<file path="src/rtl/i2s_pkg.sv">
// Shared I2S definitions for the ADC-side deserialiser and the DAC-side serialiser.
package i2s_pkg;

    localparam int unsigned I2S_DATA_WIDTH = 16;

    typedef logic signed [I2S_DATA_WIDTH-1:0] sample_t;

    typedef enum logic [1:0] {
        IDLE  = 2'd0,
        SHIFT = 2'd1,
        WAIT  = 2'd2
    } rx_state_t;

    localparam logic CH_LEFT  = 1'b0;
    localparam logic CH_RIGHT = 1'b1;

endpackage

</file>
<file path="src/rtl/i2s_serial_to_parallel_if.sv">
// Codec-pin / parallel-sample bundle for the I2S receive path.
// Optional macro I2S_RX_MONO_MIX_EN adds the mono_sample signal.
interface i2s_serial_to_parallel_if
    import i2s_pkg::*;
#(
    parameter int unsigned DATA_WIDTH = I2S_DATA_WIDTH
);

    logic                  lrclk;
    logic                  adc_data;
    logic [DATA_WIDTH-1:0] left_sample;
    logic [DATA_WIDTH-1:0] right_sample;
    logic                  sample_valid;
    logic                  frame_error;
`ifdef I2S_RX_MONO_MIX_EN
    logic [DATA_WIDTH-1:0] mono_sample;

    // Receiver side: takes the codec pins, drives the parallel words.
    modport master (
        input  lrclk, adc_data,
        output left_sample, right_sample, sample_valid, frame_error, mono_sample
    );

    // Pin-driver / consumer side.
    modport slave (
        output lrclk, adc_data,
        input  left_sample, right_sample, sample_valid, frame_error, mono_sample
    );
`else
    // Receiver side: takes the codec pins, drives the parallel words.
    modport master (
        input  lrclk, adc_data,
        output left_sample, right_sample, sample_valid, frame_error
    );

    // Pin-driver / consumer side.
    modport slave (
        output lrclk, adc_data,
        input  left_sample, right_sample, sample_valid, frame_error
    );
`endif

endinterface

</file>
<file path="src/rtl/i2s_serial_to_parallel.sv">
// I2S receiver: MSB-first serial ADC data to parallel left/right words, bclk domain.
// Optional macro I2S_RX_MONO_MIX_EN adds a registered (L+R)>>>1 mono output.
module i2s_serial_to_parallel
    import i2s_pkg::*;
#(
    parameter int unsigned DATA_WIDTH = I2S_DATA_WIDTH
)
(
    input logic                      bclk,
    input logic                      reset_n,
    i2s_serial_to_parallel_if.master bus
);

    localparam int unsigned CW = $clog2(DATA_WIDTH + 1);
    localparam logic [CW-1:0] CNT_FULL = CW'(DATA_WIDTH);
    localparam logic [CW-1:0] CNT_ONE  = CW'(1);

    rx_state_t             state_q, state_d;
    logic                  lrclk_d1_q;
    logic                  chan_q, chan_d;
    logic [CW-1:0]         bit_cnt_q, bit_cnt_d;
    logic [DATA_WIDTH-1:0] shift_q, shift_d;
    logic [DATA_WIDTH-1:0] left_q, left_d;
    logic [DATA_WIDTH-1:0] right_q, right_d;
    logic                  valid_q, valid_d;
    logic                  err_q, err_d;

    logic                  lr_edge;
    logic [DATA_WIDTH-1:0] shifted;
    logic                  word_done;
    logic [DATA_WIDTH-1:0] word;
    logic                  restart;

`ifdef I2S_RX_MONO_MIX_EN
    logic [DATA_WIDTH-1:0] mono_q, mono_d;
    logic [DATA_WIDTH:0]   mix_sum;
`endif

    assign lr_edge = bus.lrclk ^ lrclk_d1_q;
    assign shifted = {shift_q[DATA_WIDTH-2:0], bus.adc_data};

    // Next-state, word assembly and completion strobes.
    always_comb begin
        state_d   = state_q;
        chan_d    = chan_q;
        bit_cnt_d = bit_cnt_q;
        shift_d   = shift_q;
        left_d    = left_q;
        right_d   = right_q;
        valid_d   = 1'b0;
        err_d     = 1'b0;
        word_done = 1'b0;
        word      = '0;
        restart   = 1'b0;

        unique case (state_q)
            IDLE: begin
                if (lr_edge) begin
                    restart = 1'b1;
                end
            end
            SHIFT: begin
                if (!lr_edge) begin
                    shift_d   = shifted;
                    bit_cnt_d = bit_cnt_q - CNT_ONE;
                    if (bit_cnt_q == CNT_ONE) begin
                        word_done = 1'b1;
                        word      = shifted;
                        state_d   = WAIT;
                    end
                end else begin
                    // A slot of exactly DATA_WIDTH bclks delivers its LSB on the
                    // edge cycle; anything shorter is left-justified and flagged.
                    word_done = 1'b1;
                    restart   = 1'b1;
                    if (bit_cnt_q == CNT_ONE) begin
                        word = shifted;
                    end else begin
                        word  = shift_q << bit_cnt_q;
                        err_d = 1'b1;
                    end
                end
            end
            WAIT: begin
                if (lr_edge) begin
                    restart = 1'b1;
                end
            end
            default: begin
                state_d = IDLE;
            end
        endcase

        if (restart) begin
            state_d   = SHIFT;
            chan_d    = bus.lrclk;
            bit_cnt_d = CNT_FULL;
            shift_d   = '0;
        end

        if (word_done) begin
            if (chan_q == CH_RIGHT) begin
                right_d = word;
                valid_d = 1'b1;
            end else begin
                left_d = word;
            end
        end
    end

`ifdef I2S_RX_MONO_MIX_EN
    // Mono mix of the held left word and the right word completing this cycle.
    always_comb begin
        mix_sum = {left_q[DATA_WIDTH-1], left_q} + {word[DATA_WIDTH-1], word};
        mono_d  = mono_q;
        if (word_done && (chan_q == CH_RIGHT)) begin
            mono_d = mix_sum[DATA_WIDTH:1];
        end
    end

    // Mono output register.
    always_ff @(posedge bclk or negedge reset_n) begin
        if (!reset_n) begin
            mono_q <= '0;
        end else begin
            mono_q <= mono_d;
        end
    end

    assign bus.mono_sample = mono_q;
`endif

    // State, datapath and output registers.
    always_ff @(posedge bclk or negedge reset_n) begin
        if (!reset_n) begin
            state_q    <= IDLE;
            lrclk_d1_q <= 1'b0;
            chan_q     <= CH_LEFT;
            bit_cnt_q  <= '0;
            shift_q    <= '0;
            left_q     <= '0;
            right_q    <= '0;
            valid_q    <= 1'b0;
            err_q      <= 1'b0;
        end else begin
            state_q    <= state_d;
            lrclk_d1_q <= bus.lrclk;
            chan_q     <= chan_d;
            bit_cnt_q  <= bit_cnt_d;
            shift_q    <= shift_d;
            left_q     <= left_d;
            right_q    <= right_d;
            valid_q    <= valid_d;
            err_q      <= err_d;
        end
    end

    assign bus.left_sample  = left_q;
    assign bus.right_sample = right_q;
    assign bus.sample_valid = valid_q;
    assign bus.frame_error  = err_q;

endmodule

</file>
<file path="src/flat_wrapper.sv">
// flat-port wrapper written by rule: the top's interface ports become plain ports
module i2s_serial_to_parallel_flat import i2s_pkg::*;
#(
    parameter int unsigned DATA_WIDTH = I2S_DATA_WIDTH
)
  (bclk, reset_n, bus_lrclk, bus_adc_data, bus_left_sample, bus_right_sample, bus_sample_valid, bus_frame_error);
  i2s_serial_to_parallel_if #(.DATA_WIDTH(DATA_WIDTH)) bus_i ();
  input logic bclk;
  input logic reset_n;
  input wire logic [$bits(bus_i.lrclk)-1:0] bus_lrclk;
  input wire logic [$bits(bus_i.adc_data)-1:0] bus_adc_data;
  output wire logic [$bits(bus_i.left_sample)-1:0] bus_left_sample;
  output wire logic [$bits(bus_i.right_sample)-1:0] bus_right_sample;
  output wire logic [$bits(bus_i.sample_valid)-1:0] bus_sample_valid;
  output wire logic [$bits(bus_i.frame_error)-1:0] bus_frame_error;
  assign bus_i.lrclk = bus_lrclk;
  assign bus_i.adc_data = bus_adc_data;
  assign bus_left_sample = bus_i.left_sample;
  assign bus_right_sample = bus_i.right_sample;
  assign bus_sample_valid = bus_i.sample_valid;
  assign bus_frame_error = bus_i.frame_error;
  i2s_serial_to_parallel #(.DATA_WIDTH(DATA_WIDTH)) u_core (.bclk(bclk), .reset_n(reset_n), .bus(bus_i));
endmodule
</file>
<file path="config.mk">
export PLATFORM = sky130hd
export DESIGN_NAME = i2s_serial_to_parallel_flat
export DESIGN_NICKNAME = d
export VERILOG_FILES = /design/src/rtl/i2s_pkg.sv /design/src/rtl/i2s_serial_to_parallel_if.sv /design/src/rtl/i2s_serial_to_parallel.sv /design/src/flat_wrapper.sv
export SDC_FILE = /design/constraint.sdc
export NUM_CORES = 1
export LEC_CHECK = 0
export CORE_ASPECT_RATIO = 1.25
export CORE_MARGIN = 4
export CORE_UTILIZATION = 60
export CTS_CLUSTER_DIAMETER = 80
export DETAILED_ROUTE_END_ITERATION = 16
export GPL_ROUTABILITY_DRIVEN = 0
export PLACE_DENSITY = 0.94
export SLEW_MARGIN = 20
export SYNTH_ARGS = -nofsm -noshare
export SYNTH_HDL_FRONTEND = slang
export SYNTH_SLANG_ARGS = --single-unit
</file>
<file path="constraint.sdc">
create_clock -name bclk -period 3.3 [get_ports bclk]
set_input_delay 0.66 -clock bclk [delete_from_list [all_inputs] [get_ports bclk]]
set_output_delay 0.66 -clock bclk [all_outputs]
set_load 0.005 [all_outputs]
</file>
==> results.md <==
* Iteration-0 DRC count of the detailed router at 352
* Post-CTS Hold Fix Bufs at 0
* Setup TNS at 0 ns
* Most frequent cells in the layout: dfrtp_1 (59), clkdlybuf4s50_1 (36), nor2_1 (34), a21oi_1 (24), mux2i_1 (21)
* CP Capture Point: u_core.bus.left_sample[6]$_DFFE_PN0P_
* Post-layout net count at 348
* Ports at 38
* MaxCap Viol Count at 0
* Setup Skew at 0.00653 ns
* Synth Area in XOR/XNOR at 1.41%
* Cell variety after synth at 55
* Hold crit path type: in2async
* Leakage power at 1.54 nW
* Critical path required time at 3.52 ns
* Inserted Clock Buffers at 9
* CTS sink count at 59
* Number of port buffers at 37
* Tcrit/Tclk final at 86.7%
* Crit path max fanout at 21
* Primary FF master, synth: dfrtp_1
* RR Endpoint: u_core.bus.left_sample[6]$_DFFE_PN0P_
* Synth Net Count at 312
* First-pass GRT wire length at 14000 um
* WL final at 8320 um
* RSZ-0062 raised after global routing: no
* Setup slack, reg-to-reg at 0.44 ns
* Mapped Cells at 306
* Core Box Area at 0.00504 mm^2
* Setup crit end kind: flip-flop
* Die width at 72.3 um
* Critical path arrival at 3.08 ns
* CP Class: reg2reg
* Final setup violation count at 0
* Root buffer cell: clkbuf_8
* Die area at 0.00640 mm^2
* Total iterations of the first detailed-routing run at 6
* Longest Clk Path Bufs at 2
* Fillers at 320
* Rows at 29
* Die height at 88.4 um
* Fin crit period at 2.86 ns
* Vias in the first global route at 2778
* Number of synthesized flops with an enable pin at 0
* WHS at 0.361 ns
* Mux share of post-synthesis cell area at 10.4%
* Antenna-violating nets left at 0
* Initial Util at 61.6%
* R2R Path Start: u_core.bit_cnt_q[3]$_DFFE_PN0P_
* Pwr/cell area at 870 mW/mm^2
* Maximum vdd drop at 0.492 mV
* Global-route usage over all layers at 29.0%
* Outcome: complete, no violations
* Simple-gate portion of the synthesized area at 15.4%
* WL per Instance at 20.3 um
* Slew @ Worst Pin at 0.974 ns
* H-tree levels at 3
* Post-Synth Adder-Cell Area at 0.806%
* Via count at 2770
* Post-route DRC at 0
* Final hold violation count at 0
* Post-CTS setup buffer count at 0
* Area Overhead vs Synth at 20.7%
* Area fraction in compound gates after synthesis at 20.3%
* Kind of start point of the critical path: flip-flop
* Largest net degree at the start of global routing at 34
* Synth async-reset ratio at 100%
* Post_cts resized at 0
* Post-Syn Area at 0.00311 mm^2
* Ant diodes at 0
* CP startpoint: u_core.bit_cnt_q[3]$_DFFE_PN0P_
* Clk Latency, worst-skew pair at 0.35 ns
* DR vias/cell at 6.77
* Slew Viols, Final at 0
* Combinational family with the most area after synthesis: compound AO/OA/AOI/OAI gates
* Syn avg cell area at 10.1 um^2
* CTS tree: yes
* Rel. slew slack at 34.8%
* Total of flip-flops plus latches after synthesis at 59
* Remaining global-route overflow at 0
* Ratio of cells with drive above 1 in the final layout at 12.1%
* Yosys warning total at 0
* Clock transition at the registers of the reported paths at 0.07 ns
* F_max at 350 MHz
* Most common cell after layout, fill and taps aside: dfrtp_1
* Seq/Total Area, Yosys at 47.5%
* R2R cell count at 5
* Initial antenna violation count at 0
* DP HPWL at 5720 um
[synth_stat cells, types with 2 or more instances]
cell type,instances,share of area (%)
a22o_1,16,4.5
a21oi_1,24,3.9
and2_1,2,0.40
a31oi_1,7,1.4
xor2_1,3,0.85
o21a_1,2,0.48
nand3_1,6,0.97
nor2b_1,5,1.0
a22oi_1,6,1.5
o22ai_1,7,1.4
o211a_1,2,0.64
mux2i_1,21,6.8
a32oi_1,2,0.56
or3_1,2,0.40
nor2_1,34,4.1
nand2b_1,3,0.60
o21ai_1,8,1.3
a211oi_1,2,0.48
buf_2,19,3.1
nand2_1,20,2.4
nor3_1,4,0.64
xnor2_1,2,0.56
nor4_1,2,0.40
o21ai_0,4,0.64
ha_1,2,0.81
mux4_2,2,1.5
mux2_2,6,2.2
nor3_2,2,0.64
dfrtp_1,59,48
o221ai_1,2,0.56
inv_1,4,0.48
a221oi_1,2,0.56
and3_1,2,0.40
[where the power goes]
part | leakage, nW | total (W) | switching [W] | internal (W)
clock | 0.113 | 0.000759 | 0.000294 | 0.000465
combinational | 0.670 | 0.00138 | 0.000723 | 0.000652
sequential | 0.754 | 0.00113 | 0.000194 | 0.000931
total | 1.54 | 0.00326 | 0.00121 | 0.00205
[critical path: stages, from the launching register on]
cell and delay [ns]:
dfrtp_1 0.61, nor4b_4 0.96, nor2_1 0.27, or3_1 0.64
nand2_1 0.17, o21ai_1 0.08
[cell type report]
class                      count  area, um^2  area share (%)
clock inverter                 4        72.6            1.94
multi-input combinational    220        1510            40.2
clock buffer                  12         155            4.14
inverter                       5        18.8           0.501
timing repair buffer          47         440            11.8
sequential                    59        1480            39.4
tap                           62        77.6            2.07
[logic make-up after synthesis]
group | count (synthesis)
flip-flops | 59
buffers and inverters | 27
adder cells (fa/ha/maj) | 2
XOR/XNOR | 5
AO/OA/AOI/OAI | 92
multiplexers | 29
AND/OR/NAND/NOR | 92
[per-layer routing]
layer	part of all wire [%]	up-vias	global-route usage, %
li1	-	1207	-
met1	37	1304	35.2
met2	48	199	44.9
met3	9.0	60	8.52
met4	6.4	0	19.0
met5	0	-	0
[flip-flops by register name, summed over array words and instances, names as in the netlist]
register                 cells
u_core.bus.frame_error       1
u_core.bus.sample_valid      1
u_core.chan_q                1
u_core.bus.left_sample      16
u_core.shift_q              16
u_core.lrclk_d1_q            1
u_core.state_q               2
u_core.bus.right_sample     16
u_core.bit_cnt_q             5
[through the flow]
step                worst slack [ns]  instances  utilization, %  instance area (um^2)  power [W]
CTS                            0.541        409            74.3                  3750    0.00324
global route                   0.258        409            74.3                  3750    0.00343
finish                         0.439        409            74.3                  3750    0.00326
floorplan                       1.22        306               -                  3110    0.00191
global placement               0.641        393            69.8                  3520    0.00239
detailed placement             0.549        393            69.8                  3520    0.00247
[worst min-delay path by stage]
| stage | slack [ns] | end | cells past startpoint | from |
|---|---|---|---|---|
| 4_1_cts | 0.37 | u_core.bus.right_sample[9]$_DFFE_PN0P_ | 1 | reset_n |
| 5_1_grt | 0.42 | u_core.bus.right_sample[1]$_DFFE_PN0P_ | 1 | reset_n |
| 6_report | 0.36 | u_core.bus.right_sample[1]$_DFFE_PN0P_ | 1 | reset_n |
| 3_5_place_dp | 0.47 | u_core.bus.left_sample[3]$_DFFE_PN0P_ | 2 | u_core.bus.left_sample[3]$_DFFE_PN0P_ |
| 2_1_floorplan | 0.36 | u_core.bit_cnt_q[0]$_DFFE_PN0P_ | 0 | reset_n |
| 3_3_place_gp | 0.48 | u_core.bus.left_sample[2]$_DFFE_PN0P_ | 2 | u_core.bus.left_sample[2]$_DFFE_PN0P_ |
No activity file was read; power rests on OpenSTA's default activity.
